===== config.mk =====
export PLATFORM = sky130hd
export DESIGN_NAME = fft_frame_ctrl_flat
export DESIGN_NICKNAME = d
export VERILOG_FILES = /design/src/rtl/fft_frame_ctrl_if.sv /design/src/rtl/fft_frame_ctrl.sv /design/src/flat_wrapper.sv
export SDC_FILE = /design/constraint.sdc
export NUM_CORES = 1
export LEC_CHECK = 0
export BUFFER_PORTS_ARGS = -buffer_cell sky130_fd_sc_hd__buf_2
export CAP_MARGIN = 20
export CORE_MARGIN = 2
export CORE_UTILIZATION = 42
export DETAILED_ROUTE_END_ITERATION = 12
export PLACE_DENSITY_LB_ADDON = 0.3
export SYNTH_ARGS = -nofsm -noshare
export SYNTH_HDL_FRONTEND = slang
export SYNTH_SLANG_ARGS = --single-unit
export TNS_END_PERCENT = 50

===== constraint.sdc =====
create_clock -name clk -period 2 [get_ports clk]
set_input_delay 0.4 -clock clk [delete_from_list [all_inputs] [get_ports clk]]
set_output_delay 0.4 -clock clk [all_outputs]
set_load 0.02 [all_outputs]

===== src/rtl/fft_frame_ctrl_if.sv =====
// Bundles the sample-in, core load/run/read and sample-out ports of the FFT frame controller.
// master = controller side, slave = source / core / sink side.
interface fft_frame_ctrl_if #(
  parameter int AW = 5,
  parameter int DW = 16
);
  logic                 in_valid;
  logic signed [DW-1:0] data_real_in;
  logic signed [DW-1:0] data_imag_in;
  logic                 in_ready;

  logic                 ld_en;
  logic        [AW-1:0] ld_addr;
  logic signed [DW-1:0] ld_real;
  logic signed [DW-1:0] ld_imag;

  logic                 core_start;
  logic                 core_done;

  logic        [AW-1:0] rd_addr;
  logic signed [DW-1:0] rd_real;
  logic signed [DW-1:0] rd_imag;

  logic signed [DW-1:0] data_real_out;
  logic signed [DW-1:0] data_imag_out;
  logic                 out_valid;
  logic                 out_ready;
  logic                 out_last;
  logic                 all_fft_done;
  logic                 timeout_err;
  logic           [7:0] frame_cnt;

  modport master (
    input  in_valid, data_real_in, data_imag_in,
    input  core_done, rd_real, rd_imag, out_ready,
    output in_ready, ld_en, ld_addr, ld_real, ld_imag, core_start,
    output rd_addr, data_real_out, data_imag_out, out_valid, out_last,
    output all_fft_done, timeout_err, frame_cnt
  );

  modport slave (
    output in_valid, data_real_in, data_imag_in,
    output core_done, rd_real, rd_imag, out_ready,
    input  in_ready, ld_en, ld_addr, ld_real, ld_imag, core_start,
    input  rd_addr, data_real_out, data_imag_out, out_valid, out_last,
    input  all_fft_done, timeout_err, frame_cnt
  );
endinterface


===== src/rtl/fft_frame_ctrl.sv =====
// Frame sequencer around an FFT core: load N_POINTS samples, start the core, stream results out.
// Accept->ld_en 1 cycle, last accept->core_start 2, core_done->out_valid 1; out_ready=0 freezes the output beat.
module fft_frame_ctrl #(
  parameter int N_POINTS = 32,
  parameter int AW       = 5,
  parameter int DW       = 16,
  parameter int TIMEOUT  = 1023
) (
  input logic              clk,
  input logic              reset,
  fft_frame_ctrl_if.master bus
);
  localparam int            WW       = $clog2(TIMEOUT + 1);
  localparam logic [AW-1:0] LAST_IDX = AW'(N_POINTS - 1);
  localparam logic [WW-1:0] WD_LAST  = WW'(TIMEOUT - 1);

  localparam logic [1:0] S_IDLE   = 2'd0;
  localparam logic [1:0] S_LOAD   = 2'd1;
  localparam logic [1:0] S_RUN    = 2'd2;
  localparam logic [1:0] S_UNLOAD = 2'd3;

  logic    [1:0] state;
  logic [AW-1:0] load_cnt;
  logic [AW-1:0] rd_cnt;
  logic [WW-1:0] wd_cnt;
  logic          err_q;
  logic    [7:0] frame_q;

  logic                 ld_en_q;
  logic        [AW-1:0] ld_addr_q;
  logic signed [DW-1:0] ld_real_q;
  logic signed [DW-1:0] ld_imag_q;
  logic                 start_q;
  logic                 done_q;

  logic accept;
  logic out_fire;

  // in_ready is gated by reset because IDLE would otherwise raise it while reset is held
  assign bus.in_ready      = ~reset & ((state == S_IDLE) | (state == S_LOAD));
  assign accept            = bus.in_valid & bus.in_ready;

  assign bus.out_valid     = (state == S_UNLOAD);
  assign bus.out_last      = bus.out_valid & (rd_cnt == LAST_IDX);
  assign out_fire          = bus.out_valid & bus.out_ready;

  assign bus.rd_addr       = rd_cnt;
  assign bus.data_real_out = bus.rd_real;
  assign bus.data_imag_out = bus.rd_imag;

  assign bus.ld_en         = ld_en_q;
  assign bus.ld_addr       = ld_addr_q;
  assign bus.ld_real       = ld_real_q;
  assign bus.ld_imag       = ld_imag_q;
  assign bus.core_start    = start_q;
  assign bus.all_fft_done  = done_q;
  assign bus.timeout_err   = err_q;
  assign bus.frame_cnt     = frame_q;

  always_ff @(posedge clk or posedge reset) begin
    if (reset) begin
      state    <= S_IDLE;
      load_cnt <= '0;
      rd_cnt   <= '0;
      wd_cnt   <= '0;
      err_q    <= 1'b0;
      frame_q  <= '0;
    end else begin
      case (state)
        S_IDLE: begin
          if (accept) begin
            load_cnt <= load_cnt + 1'b1;
            state    <= S_LOAD;
          end
        end
        S_LOAD: begin
          if (accept) begin
            if (load_cnt == LAST_IDX) begin
              load_cnt <= '0;
              wd_cnt   <= '0;
              state    <= S_RUN;
            end else begin
              load_cnt <= load_cnt + 1'b1;
            end
          end
        end
        S_RUN: begin
          wd_cnt <= wd_cnt + 1'b1;
          // done wins over a timeout landing on the same cycle
          if (bus.core_done) begin
            rd_cnt <= '0;
            state  <= S_UNLOAD;
          end else if (wd_cnt == WD_LAST) begin
            err_q <= 1'b1;
            state <= S_IDLE;
          end
        end
        S_UNLOAD: begin
          if (out_fire) begin
            rd_cnt <= rd_cnt + 1'b1;
            if (bus.out_last) begin
              frame_q <= frame_q + 8'd1;
              state   <= S_IDLE;
            end
          end
        end
        default: state <= S_IDLE;
      endcase
    end
  end

  always_ff @(posedge clk or posedge reset) begin
    if (reset) begin
      ld_en_q   <= 1'b0;
      ld_addr_q <= '0;
      ld_real_q <= '0;
      ld_imag_q <= '0;
      start_q   <= 1'b0;
      done_q    <= 1'b0;
    end else begin
      ld_en_q <= accept;
      if (accept) begin
        ld_addr_q <= load_cnt;
        ld_real_q <= bus.data_real_in;
        ld_imag_q <= bus.data_imag_in;
      end
      // start follows the final write; suppressed if the core already answered
      start_q <= (state == S_RUN) & ld_en_q & (ld_addr_q == LAST_IDX) & ~bus.core_done;
      done_q  <= out_fire & bus.out_last;
    end
  end
endmodule


===== src/flat_wrapper.sv =====
// flat-port wrapper written by rule: the top's interface ports become plain ports
module fft_frame_ctrl_flat 
#(
  parameter int N_POINTS = 32,
  parameter int AW       = 5,
  parameter int DW       = 16,
  parameter int TIMEOUT  = 1023
)
  (clk, reset, bus_in_valid, bus_data_real_in, bus_data_imag_in, bus_core_done, bus_rd_real, bus_rd_imag, bus_out_ready, bus_in_ready, bus_ld_en, bus_ld_addr, bus_ld_real, bus_ld_imag, bus_core_start, bus_rd_addr, bus_data_real_out, bus_data_imag_out, bus_out_valid, bus_out_last, bus_all_fft_done, bus_timeout_err, bus_frame_cnt);
  fft_frame_ctrl_if #(.AW(AW), .DW(DW)) bus_i ();
  input logic clk;
  input logic reset;
  input wire logic [$bits(bus_i.in_valid)-1:0] bus_in_valid;
  input wire logic [$bits(bus_i.data_real_in)-1:0] bus_data_real_in;
  input wire logic [$bits(bus_i.data_imag_in)-1:0] bus_data_imag_in;
  input wire logic [$bits(bus_i.core_done)-1:0] bus_core_done;
  input wire logic [$bits(bus_i.rd_real)-1:0] bus_rd_real;
  input wire logic [$bits(bus_i.rd_imag)-1:0] bus_rd_imag;
  input wire logic [$bits(bus_i.out_ready)-1:0] bus_out_ready;
  output wire logic [$bits(bus_i.in_ready)-1:0] bus_in_ready;
  output wire logic [$bits(bus_i.ld_en)-1:0] bus_ld_en;
  output wire logic [$bits(bus_i.ld_addr)-1:0] bus_ld_addr;
  output wire logic [$bits(bus_i.ld_real)-1:0] bus_ld_real;
  output wire logic [$bits(bus_i.ld_imag)-1:0] bus_ld_imag;
  output wire logic [$bits(bus_i.core_start)-1:0] bus_core_start;
  output wire logic [$bits(bus_i.rd_addr)-1:0] bus_rd_addr;
  output wire logic [$bits(bus_i.data_real_out)-1:0] bus_data_real_out;
  output wire logic [$bits(bus_i.data_imag_out)-1:0] bus_data_imag_out;
  output wire logic [$bits(bus_i.out_valid)-1:0] bus_out_valid;
  output wire logic [$bits(bus_i.out_last)-1:0] bus_out_last;
  output wire logic [$bits(bus_i.all_fft_done)-1:0] bus_all_fft_done;
  output wire logic [$bits(bus_i.timeout_err)-1:0] bus_timeout_err;
  output wire logic [$bits(bus_i.frame_cnt)-1:0] bus_frame_cnt;
  assign bus_i.in_valid = bus_in_valid;
  assign bus_i.data_real_in = bus_data_real_in;
  assign bus_i.data_imag_in = bus_data_imag_in;
  assign bus_i.core_done = bus_core_done;
  assign bus_i.rd_real = bus_rd_real;
  assign bus_i.rd_imag = bus_rd_imag;
  assign bus_i.out_ready = bus_out_ready;
  assign bus_in_ready = bus_i.in_ready;
  assign bus_ld_en = bus_i.ld_en;
  assign bus_ld_addr = bus_i.ld_addr;
  assign bus_ld_real = bus_i.ld_real;
  assign bus_ld_imag = bus_i.ld_imag;
  assign bus_core_start = bus_i.core_start;
  assign bus_rd_addr = bus_i.rd_addr;
  assign bus_data_real_out = bus_i.data_real_out;
  assign bus_data_imag_out = bus_i.data_imag_out;
  assign bus_out_valid = bus_i.out_valid;
  assign bus_out_last = bus_i.out_last;
  assign bus_all_fft_done = bus_i.all_fft_done;
  assign bus_timeout_err = bus_i.timeout_err;
  assign bus_frame_cnt = bus_i.frame_cnt;
  fft_frame_ctrl #(.N_POINTS(N_POINTS), .AW(AW), .DW(DW), .TIMEOUT(TIMEOUT)) u_core (.clk(clk), .reset(reset), .bus(bus_i));
endmodule

Word-level counts from Yosys, hierarchy flattened --
Index checks and enable logic that the tools add are counted.
Operators by class: $add $sub $neg 4, eq/ne operators 14, muxes and demuxes 18, bitwise operators 11, reductions and logical operators 10
Operator list (count):
- two-way mux 5 bit | 5
- two-way mux 10 bit | 2
- one-hot mux 10 bit (2 select lines) | 1
- one-hot mux 5 bit (2 select lines) | 2
- == test 5 bit, second input constant | 3
- AND reduction 3 bit | 5
- two-way mux 2 bit | 7
- adder 10 x 1 -> 10 bit, second input constant | 1
- adder 5 x 1 -> 5 bit, second input constant | 2
- == test 10 bit, second input constant | 1
- adder 8 x 1 -> 8 bit, second input constant | 1
- bitwise AND 1 bit | 8
- inequality test 2 bit, second input constant | 4
- one-hot mux 2 bit (4 select lines) | 1
- AND reduction 6 bit | 1
- nonzero test 2 bit | 3
- == test 2 bit, second input constant | 2
- inequality test 2 x 1 -> 1 bit, second input constant | 2
- inequality test 3 x 2 -> 1 bit, second input constant | 1
- == test 2 x 1 -> 1 bit, second input constant | 1
- logical NOT 2 bit | 1
- inverter 1 bit | 2
- OR 1 bit | 1
Word-level totals: bits in registers 71, input bits 69, output and inout port bits 89, word-level logic and storage cells 69

Logic depth before layout (Yosys ltp) --
Gate-level depths: netlist of the first run.
word-level depth 6, mapped depth 8, gate-level depth less buffers 8

Worst setup path after synthesis of the first run --
Ideal clock, no wire load.
path type register to register, from register u_core.rd_cnt[0] (netlist: u_core.bus.rd_addr[0]), to register u_core.frame_q[6] (netlist: u_core.bus.frame_cnt[6]), library setup time 129 ps, arrival 1759 ps, required time 1871 ps, setup slack 112 ps, stages on the path, launching flop included 9, path buffers 0, clock period less this slack 1888 ps, path through dfrtp_1 -> ha_1 -> and3_1 -> ha_1 -> nand3_1 -> inv_1 -> and4_1 -> nand3_1 -> xnor2_1
On the way: word-level cells in the longest chain between the ends 3
RTL lines:
- from (decl) | RTL line fft_frame_ctrl.sv:24 | logic [AW-1:0] rd_cnt;
- from (signal assigned) | RTL line fft_frame_ctrl.sv:100 | rd_cnt <= rd_cnt + 1'b1;
- == test 5 bit | RTL line fft_frame_ctrl.sv:44 | assign bus.out_last = bus.out_valid & (rd_cnt == LAST_IDX);
- bitwise AND 1 bit | RTL line fft_frame_ctrl.sv:44
- AND reduction 3 bit (no source line)
- to (signal assigned) | RTL line fft_frame_ctrl.sv:102 | frame_q <= frame_q + 8'd1;
- to (decl) | RTL line fft_frame_ctrl.sv:27 | logic [7:0] frame_q;
No other way between the ends. A chain may end at the register's enable or synchronous reset.

Final worst setup path of the first run --
from register u_core.rd_cnt[0] (netlist: u_core.bus.rd_addr[0]), to output port bus_out_last
On the way: word-level cells in the longest chain between the ends 2
RTL lines:
- == test 5 bit | RTL line fft_frame_ctrl.sv:44
- bitwise AND 1 bit | RTL line fft_frame_ctrl.sv:44
- to (decl) | RTL line flat_wrapper.sv:30 | output wire logic [$bits(bus_i.out_last)-1:0] bus_out_last;
No other way between the ends.

==> results.toml, run 1 <==
[outcome]
outcome = "completed"

[timing]
final.setup_skew_ns = 0.00574
holdWs_ns = 0.0340
fmax_ghz = 0.504
worst_pin_slew_ns = 0.433
fin_crit_sh_pct = 99.2
period_needed_ns = 1.98
setup_viol = 0
relSlewSlack_pct = 71.1
rsz0062_at_grt = "true"
finalHoldViolCount = 0
finalSetupTns_ns = 0
finalMaxSlewViolations = 0

[worst_setup_path]
crit_chain = "ha_2, and3_1, ha_2, and2_1, buf_2"
arrival_ns = 1.58
critPathLaunch = "u_core.bus.rd_addr[0]"
required_ns = 1.60
slowest_delay_ns = 0.38
critPathLaunchType = "flip-flop"
slowest_stage = "dfrtp_1"
r2r-start = "u_core.load_cnt[1]"
worst-setup-path-type = "reg2out"
path_max_fanout = 3
worstSetupEndpointType = "output port"
path_common_cell = "ha_2"

[placement]
placedInstanceArea_um2 = 3860
port_buffers = 93
place.gp.congestion = 0.777
post-dp-hpwl_um = 5090

[yosys]
synth_top_area_share_pct = 51.3
synth_top_flop_cell = "dfrtp_1"
synth-seq-cells = 71
yosysUniqueCellTypes = 41
yosysMostFrequentCell = "nand2_1"
synthTopCellsByCount = "nand2_1, dfrtp_1, buf_4, o21ai_0, nand3_1"
avgSynthCellArea_um2 = 9.25
synthesis.area_um2 = 3460
synth_nets = 454
async_flop_share_pct = 100
synth_edf_count = 0
synth_cells = 374
yosysWarnings = 0
seq_area_frac_synth_pct = 51.3
synth.area.top_cells = "dfrtp_1, nand2_1, buf_4, ha_1, xnor2_1"
synth_area_leader_cell = "dfrtp_1"

[layout]
drive_gt1_share_pct = 30.5
design_area_um2 = 4150
n_antenna_cell = 0
syn2layout_area_growth_pct = 19.9
fill_cells = 807
layout.nets = 527
fin_util_pct = 51.3

[grt]
grt_usage_pct = 17.1
grt_max_degree = 62
grt_pass1_wl_um = 12000
grt_pass1_vias = 2664
grt_overflow = 0
antenna_found_initial = 0

[clock_tree]
cts_tree = "done"
root_buffer = "clkbuf_8"
cts.sinks = 71
cts_max_level = 3
cts.reportedPaths.clkPinSlew_ns = 0.08
cts_buffers = 9
clockBufferDepth = 2
cts_hold_buf = 0
insertion_delay_ns = 0.35

[floorplanning]
core-area_um2 = 8090
die_y_um = 94.8
initial_utilization_pct = 42.8
die_area_um2 = 8980
ioPinCount = 158
placement_rows = 33
die_x_um = 94.8

[routing]
drtPass1Iterations = 4
wl_um = 7250
drt-wirelength-per-cell_um = 13.0
ant_nets = 0
first_iter_violations = 72
via_count = 2744
drt-vias-per-instance = 4.93
drc = 0

[job]
maxCapViolCount = 0

[pwr]
peakVddDrop_mv = 1.00
power_per_cell_area_nw_per_um2 = 1400
p_leak_uw = 0.00223

[hold_path]
hold_path.class = "in2async"
cell type report:
| class | count | area (um2) | area share [%] |
|---|---|---|---|
| Clock buffer | 9 | 124 | 2.98 |
| Inverter | 11 | 47.5 | 1.15 |
| Sequential cell | 71 | 1780 | 42.8 |
| Timing Repair Buffer | 105 | 581 | 14.0 |
| Clock inverter | 7 | 96.3 | 2.32 |
| Tap cell | 105 | 131 | 3.17 |
| Multi-Input combinational cell | 249 | 1390 | 33.6 |
cells in the final DEF, fill, tap and decap left out, types with 5 or more instances in the layout:
master | netlist | routed
inv_1 | 10 | 9
buf_2 | 6 | 93
nand2_1 | 133 | 133
buf_4 | 32 | 10
nand3_1 | 13 | 13
clkbuf_8 | 0 | 9
nand4_1 | 5 | 5
dfrtp_1 | 71 | 71
nor2_1 | 8 | 8
ha_1 | 11 | 7
o21ai_0 | 15 | 15
xnor2_1 | 10 | 10
through the flow:
step	cells	total power [uW]	setup WS (ns)
5_1_grt	557	6270	-0.0400
6_report	557	5810	0.0154
4_1_cts	555	5800	0.00579
2_1_floorplan	374	3740	0.112
3_3_place_gp	537	4410	0.0891
3_5_place_dp	537	4470	0.0639
routing by layer:
metal	track usage (%)	share of wire, %
met4	5.80	1.5
met3	5.99	8.4
met1	21.0	43
met2	28.0	47
met5	0	0
power breakdown:
group | total [uW] | switching [uW] | internal [uW]
Clock | 1270 | 566 | 706
Combinational | 2350 | 1480 | 862
Sequential | 2190 | 301 | 1890
what timing repair did:
action	4_1_cts	5_1_grt
gates resized for setup	2	9
setup buffers	2	2
pin swaps	0	2
endpoints found under the setup margin	1	30
kinds of logic after synthesis:
logic type                 count (synthesis)  synth area share [%]
muxes                                      1                 0.289
AOI/OAI and AO/OA                         42                  8.86
and+or+nand+nor                          182                  22.7
adders and majority gates                 11                  3.98
buffers and inverters                     54                  9.54
xor gates and xnor gates                  13                  3.29
DFF                                       71                  51.3
worst max-delay path: cells and delay by family (launching register included):
| kind | cells | cell delay (ns) |
|---|---|---|
| flip-flops | 1 | 0.38 |
| AND/OR/NAND/NOR | 2 | 0.32 |
| adder cells (fa/ha/maj) | 2 | 0.38 |
| buffers and inverters | 1 | 0.15 |
flip-flops by register name, summed over array words and instances (netlist names):
signal	count
u_core.bus.ld_imag	16
u_core.bus.timeout_err	1
u_core.state	2
u_core.bus.ld_en	1
u_core.bus.all_fft_done	1
u_core.bus.rd_addr	5
u_core.bus.ld_addr	5
u_core.wd_cnt	10
u_core.load_cnt	5
u_core.bus.frame_cnt	8
u_core.bus.ld_real	16
u_core.bus.core_start	1
worst paths after layout:
check / cells after the start / slack, ns / to
max in group asynchronous: 3 / 1.38 / u_core.bus.frame_cnt[2]
min in group clk: 3 / 0.23 / u_core.bus.ld_real[14]
setup / recovery: 5 / 0.02 / bus_out_last
hold reg to reg: 1 / 0.47 / u_core.bus.timeout_err
hold / removal: 2 / 0.03 / u_core.bus.ld_real[15]
setup reg to reg: 7 / 0.10 / u_core.state[1]
Power figures use the tool's default switching activity.
==> run 2, diff against run 1 <==
ABC_AREA = 1   (was unset)
CORE_UTILIZATION = 43   (was 42)
==> results.toml, run 2 <==
[pwr]
seqPwrFrac_pct = 39.7
p_clk_share_pct = 21.1
peakVddDrop_mv = 0.742
p_int_uw = 3210
switching_share_pct = 41.8
p_switching_uw = 2310
combinationalPowerShare_pct = 39.2
power_per_cell_area_nw_per_um2 = 1340
p_leak_uw = 0.00227

[clock_tree]
clockBufferDepth = 2
insertion_delay_ns = 0.34
cts.sinks = 71
cts_max_level = 3
cts.reportedPaths.clkPinSlew_ns = 0.08
root_buffer = "clkbuf_8"
cts_hold_buf = 0
cts_tree = "done"
cts_buffers = 9

[yosys]
yosysMostFrequentCell = "nand2_1"
synth-seq-cells = 71
seq_area_frac_synth_pct = 50.6
synthTopCellsByCount = "nand2_1, dfrtp_1, buf_4, inv_1, nand3_1"
synth_nets = 485
synth_edf_count = 0
avgSynthCellArea_um2 = 8.66
synth_area_leader_cell = "dfrtp_1"
synth.area.top_cells = "dfrtp_1, nand2_1, buf_4, ha_1, inv_1"
async_flop_share_pct = 100
synth_top_flop_cell = "dfrtp_1"
yosysWarnings = 0
yosysUniqueCellTypes = 31
synth_top_area_share_pct = 50.6
synthesis.area_um2 = 3510
synth_cells = 405

[placement]
port_buffers = 93
dp.cells = 565
post-dp-hpwl_um = 5030
place.gp.congestion = 0.738

[layout]
n_antenna_cell = 0
final_cells = 583
layout_commonest_cell = "nand2_1"
syn2layout_area_growth_pct = 17.4
layout_common_cells = "nand2_1, buf_2, dfrtp_1, inv_1, nand3_1"
drive_gt1_share_pct = 30.8
layout.nets = 556

[worst_setup_path]
slowest_delay_ns = 0.38
slowest_stage = "dfrtp_1"
worst-setup-path-type = "reg2out"
critPathLaunchType = "flip-flop"
arrival_ns = 1.52
critPathLaunch = "u_core.bus.rd_addr[0]"
r2r-end = "u_core.load_cnt[3]"
crit_buf_inv = 2
path_delay_family = "flip-flops"
worstSetupEndpointType = "output port"
crit_chain = "ha_2, nand2_2, nor2_2, ha_2, nand2_2, inv_2, buf_6"
r2r_slack_ns = 0.30
required_ns = 1.60
path_depth = 7
path_max_fanout = 3
r2r-start = "u_core.state[1]"
reg2regPathDepth = 8

[grt]
grt_overflow = 0
grt_max_degree = 45
grt_pass1_wl_um = 12000
grt_usage_pct = 17.1
antenna_found_initial = 0
grt_pass1_vias = 2684

[floorplanning]
placement_rows = 32
die_area_um2 = 8900
initial_utilization_pct = 44.9
ioPinCount = 158
die_y_um = 94.3
die_x_um = 94.3
core-area_um2 = 7810

[routing]
first_iter_violations = 128
drtPass1Iterations = 4
via_count = 2725
drt-vias-per-instance = 4.67
drc = 0
ant_nets = 0
wl_um = 7080
drt-wirelength-per-cell_um = 12.1

[timing]
finalHoldViolCount = 0
fin_crit_sh_pct = 95.8
final.setup_skew_ns = 0.00768
holdWs_ns = 0.197
finalMaxSlewViolations = 0
relSlewSlack_pct = 72.1
worst_pin_slew_ns = 0.418
setup_viol = 0
period_needed_ns = 1.92
fmax_ghz = 0.522

[outcome]
outcome = "completed"

[hold_path]
hold_path.class = "in2async"

[job]
maxCapViolCount = 0
-- run 2: cell types whose count changed in the layout (fill, tap and decap cells not counted), sizes merged, moves of 3 or more --
cell,change
a211oi,-4
nor2,+12
inv,+17
nor3,-4
nor2b,-4
buf,-3
xor2,+4
nand2,+31
xnor2,-5
nand3,+5
nand2b,-5
-- run 2: cell type report --
type / instances / area (um2)
fillers: 708 / 3690
flip-flops and latches: 71 / 1780
multi-input cells: 265 / 1350
repair buffers: 102 / 554
well taps: 102 / 128
clock buffers: 9 / 124
inverters: 27 / 105
clock inverters: 7 / 80.1
-- run 2: worst reg2reg max path, cell delays in order, from the launching register on --
cell	delay, ns
dfrtp_1	0.42
inv_1	0.13
ha_2	0.22
inv_1	0.08
nand2_2	0.10
nand3_4	0.07
inv_2	0.28
nand2_1	0.16
o22ai_1	0.17
-- run 2: cell families after synthesis --
group / after synthesis / share of synthesized area (%)
flops: 71 / 50.6
xor+xnor: 12 / 3.00
compound gates: 28 / 4.92
fa+ha+maj: 11 / 3.92
mux: 1 / 0.321
buf+inv: 69 / 11.5
simple gates: 213 / 25.7
-- run 2: worst max-delay path by stage --
| stage | endpoint | slack, ns |
|---|---|---|
| 3_3_place_gp | u_core.load_cnt[2] | 0.33 |
| 3_5_place_dp | u_core.bus.frame_cnt[5] | 0.29 |
| 5_1_grt | bus_out_last | -0.008 |
| 2_1_floorplan | u_core.bus.ld_imag[10] | -0.35 |
| 4_1_cts | bus_in_ready | 0.008 |
| 6_report | bus_out_last | 0.08 |
-- run 2: per-stage QoR --
step	total power, uW	setup WS [ns]	TNS (ns)	cell area (um2)	util, %
6_report	5530	0.0832	0	4120	52.8
5_1_grt	5950	-0.00769	-0.00769	4120	52.8
4_1_cts	5570	0.00790	0	4090	52.3
3_5_place_dp	4370	0.290	0	3870	49.6
3_3_place_gp	4330	0.328	0	3870	49.6
2_1_floorplan	3790	-0.355	-16.84	3520	-
-- run 2: routing by layer --
layer  vias to the layer above  wire (um)  part of all wire, %  track usage (%)
li1                       1377          -                    -                -
met1                      1249       3210                   45             21.3
met2                        89       3250                   46             27.0
met3                        10        531                  7.5             6.34
met4                         0         78                  1.1             6.52
met5                         -          0                    0                0
-- run 2: power by group through the flow --
| stage | Clock (uW) | Combinational [uW] | Sequential, uW |
|---|---|---|---|
| 5_1_grt | 1270 | 2420 | 2260 |
| 3_5_place_dp | 0 | 2170 | 2200 |
| 4_1_cts | 1200 | 2170 | 2200 |
| 2_1_floorplan | 0 | 1110 | 2680 |
| 6_report | 1170 | 2160 | 2190 |
| 3_3_place_gp | 0 | 2110 | 2220 |
-- run 2: repair_timing --
| item | 4_1_cts | 5_1_grt |
|---|---|---|
| cloned | 0 | 0 |
| pin swaps | 0 | 2 |
| setup buffers | 1 | 1 |
| endpoints found under the setup margin | 1 | 2 |
| gates resized for setup | 0 | 11 |
==> run 3, diff against run 2 <==
BUFFER_PORTS_ARGS = unset   (was -buffer_cell sky130_fd_sc_hd__buf_2)
CORE_MARGIN = 5   (was 2)
CORE_UTILIZATION = 57   (was 43)
DONT_BUFFER_PORTS = 1   (was unset)
==> results.toml, run 3 (synthesis gave the netlist of run 2 again) <==
[worst_setup_path]
crit_chain = "ha_1, nand2_1, nor2_1, ha_1, nand2_1, inv_1, buf_4"
required_ns = 1.60
worst-setup-path-type = "reg2out"
path_max_fanout = 2
critPathLaunchType = "flip-flop"
slowest_stage = "dfrtp_1"
arrival_ns = 1.53
slowest_delay_ns = 0.38
worstSetupEndpointType = "output port"

[pwr]
p_switching_uw = 2190
peakVddDrop_mv = 0.803
power_per_cell_area_nw_per_um2 = 1430
seqPwrFrac_pct = 53.4
combinationalPowerShare_pct = 23.7
p_int_uw = 2970
switching_share_pct = 42.4
p_leak_uw = 0.00188
p_clk_share_pct = 22.8

[routing]
first_iter_violations = 83
drt-wirelength-per-cell_um = 14.8
via_count = 2412
drc = 0
drt-vias-per-instance = 5.20
drtPass1Iterations = 4
ant_nets = 0
wl_um = 6860

[timing]
setup_viol = 0
finalMaxSlewViolations = 0
finalHoldViolCount = 0
fmax_ghz = 0.518
period_needed_ns = 1.93
rsz0062_at_grt = "false"
relSlewSlack_pct = 63.4
finalSetupTns_ns = 0
holdWs_ns = 0.0650
fin_crit_sh_pct = 96.5
worst_pin_slew_ns = 0.549
final.setup_skew_ns = 0.00628

[hold_path]
hold_path.class = "in2async"

[grt]
antenna_found_initial = 0
grt_pass1_wl_um = 11200
grt_max_degree = 47
grt_usage_pct = 18.5
grt_overflow = 0
grt_pass1_vias = 2384

[floorplanning]
initial_utilization_pct = 58.9
die_x_um = 88.5
placement_rows = 28
ioPinCount = 158
die_y_um = 88.5
die_area_um2 = 7820
core-area_um2 = 5960

[layout]
n_antenna_cell = 0
syn2layout_area_growth_pct = 2.89
layout_commonest_cell = "nand2_1"
final_cells = 464
layout_common_cells = "nand2_1, dfrtp_1, inv_1, nand3_1, nor2_1"
drive_gt1_share_pct = 12.9
layout.nets = 464
fin_util_pct = 60.6

[clock_tree]
postCtsSetupBuffers = 0
root_buffer = "clkbuf_8"
cts.reportedPaths.clkPinSlew_ns = 0.07
insertion_delay_ns = 0.34
cts_tree = "done"
cts_max_level = 3
clockBufferDepth = 2
cts_buffers = 9
cts.sinks = 71

[placement]
dp.cells = 448
port_buffers = 0
post-dp-hpwl_um = 5020
place.gp.congestion = 0.841

[job]
maxCapViolCount = 0

[outcome]
outcome = "completed"
[run 3: cell count changes in the layout (fill, tap and decap cells not counted), moves of 2 or more]
cell / before / now
buf_2: 91 / 0
clkbuf_8: 9 / 11
clkinv_2: 0 / 2
inv_6: 2 / 0
nand2_1: 155 / 157
nand2_2: 8 / 6
[run 3: worst max-delay path, delay by kind of cell (launching register included)]
family                     cells  cell delay [ns]
adders and majority gates      2             0.40
DFF                            1             0.38
buffers and inverters          2             0.21
and+or+nand+nor                3             0.20
[run 3: final timing paths]
check / startpoint / end / slack (ns) / cells after the start
setup / recovery: u_core.bus.rd_addr[0] / bus_out_last / 0.07 / 7
hold / removal: reset / u_core.state[0] / 0.06 / 2
setup reg to reg: u_core.load_cnt[0] / u_core.wd_cnt[4] / 0.26 / 10
hold reg to reg: u_core.load_cnt[4] / u_core.bus.ld_addr[4] / 0.52 / 2
max in group asynchronous: reset / u_core.bus.ld_imag[9] / 1.47 / 2
min in group clk: bus_data_imag_in[4] / u_core.bus.ld_imag[4] / 0.16 / 2
[run 3: metrics by stage]
step                power [uW]  cell area (um2)  worst slack, ns
finish                    5160             3610           0.0708
global route              5560             3610          0.00221
CTS                       5200             3600           0.0441
detailed placement        4020             3400            0.253
global placement          3970             3400            0.283
floorplan                 3790             3520           -0.355
[run 3: power groups by stage]
| stage | combinational [uW] | clock, uW | sequential (uW) |
|---|---|---|---|
| floorplan | 1110 | 0 | 2680 |
| global placement | 1180 | 0 | 2790 |
| detailed placement | 1240 | 0 | 2780 |
| CTS | 1230 | 1200 | 2770 |
| global route | 1450 | 1280 | 2830 |
| finish | 1220 | 1180 | 2760 |
[run 3: area by class of cell]
| type | count | area [um2] |
|---|---|---|
| inverters | 27 | 105 |
| flip-flops and latches | 71 | 1780 |
| repair buffers | 10 | 87.6 |
| multi-input cells | 265 | 1340 |
| clock inverters | 5 | 56.3 |
| clock buffers | 11 | 151 |
| well taps | 75 | 93.8 |
| fillers | 526 | 2350 |
[run 3: per-layer routing]
layer	share of wire, %	global-route usage (%)
met5	0	0
met4	2.1	8.52
met3	9.3	6.98
met2	45	27.5
met1	44	24.1
[run 3: what timing repair did]
item	4_1_cts	5_1_grt
resized for setup	0	2
endpoints found under the setup margin	0	2
hold buffers	0	0
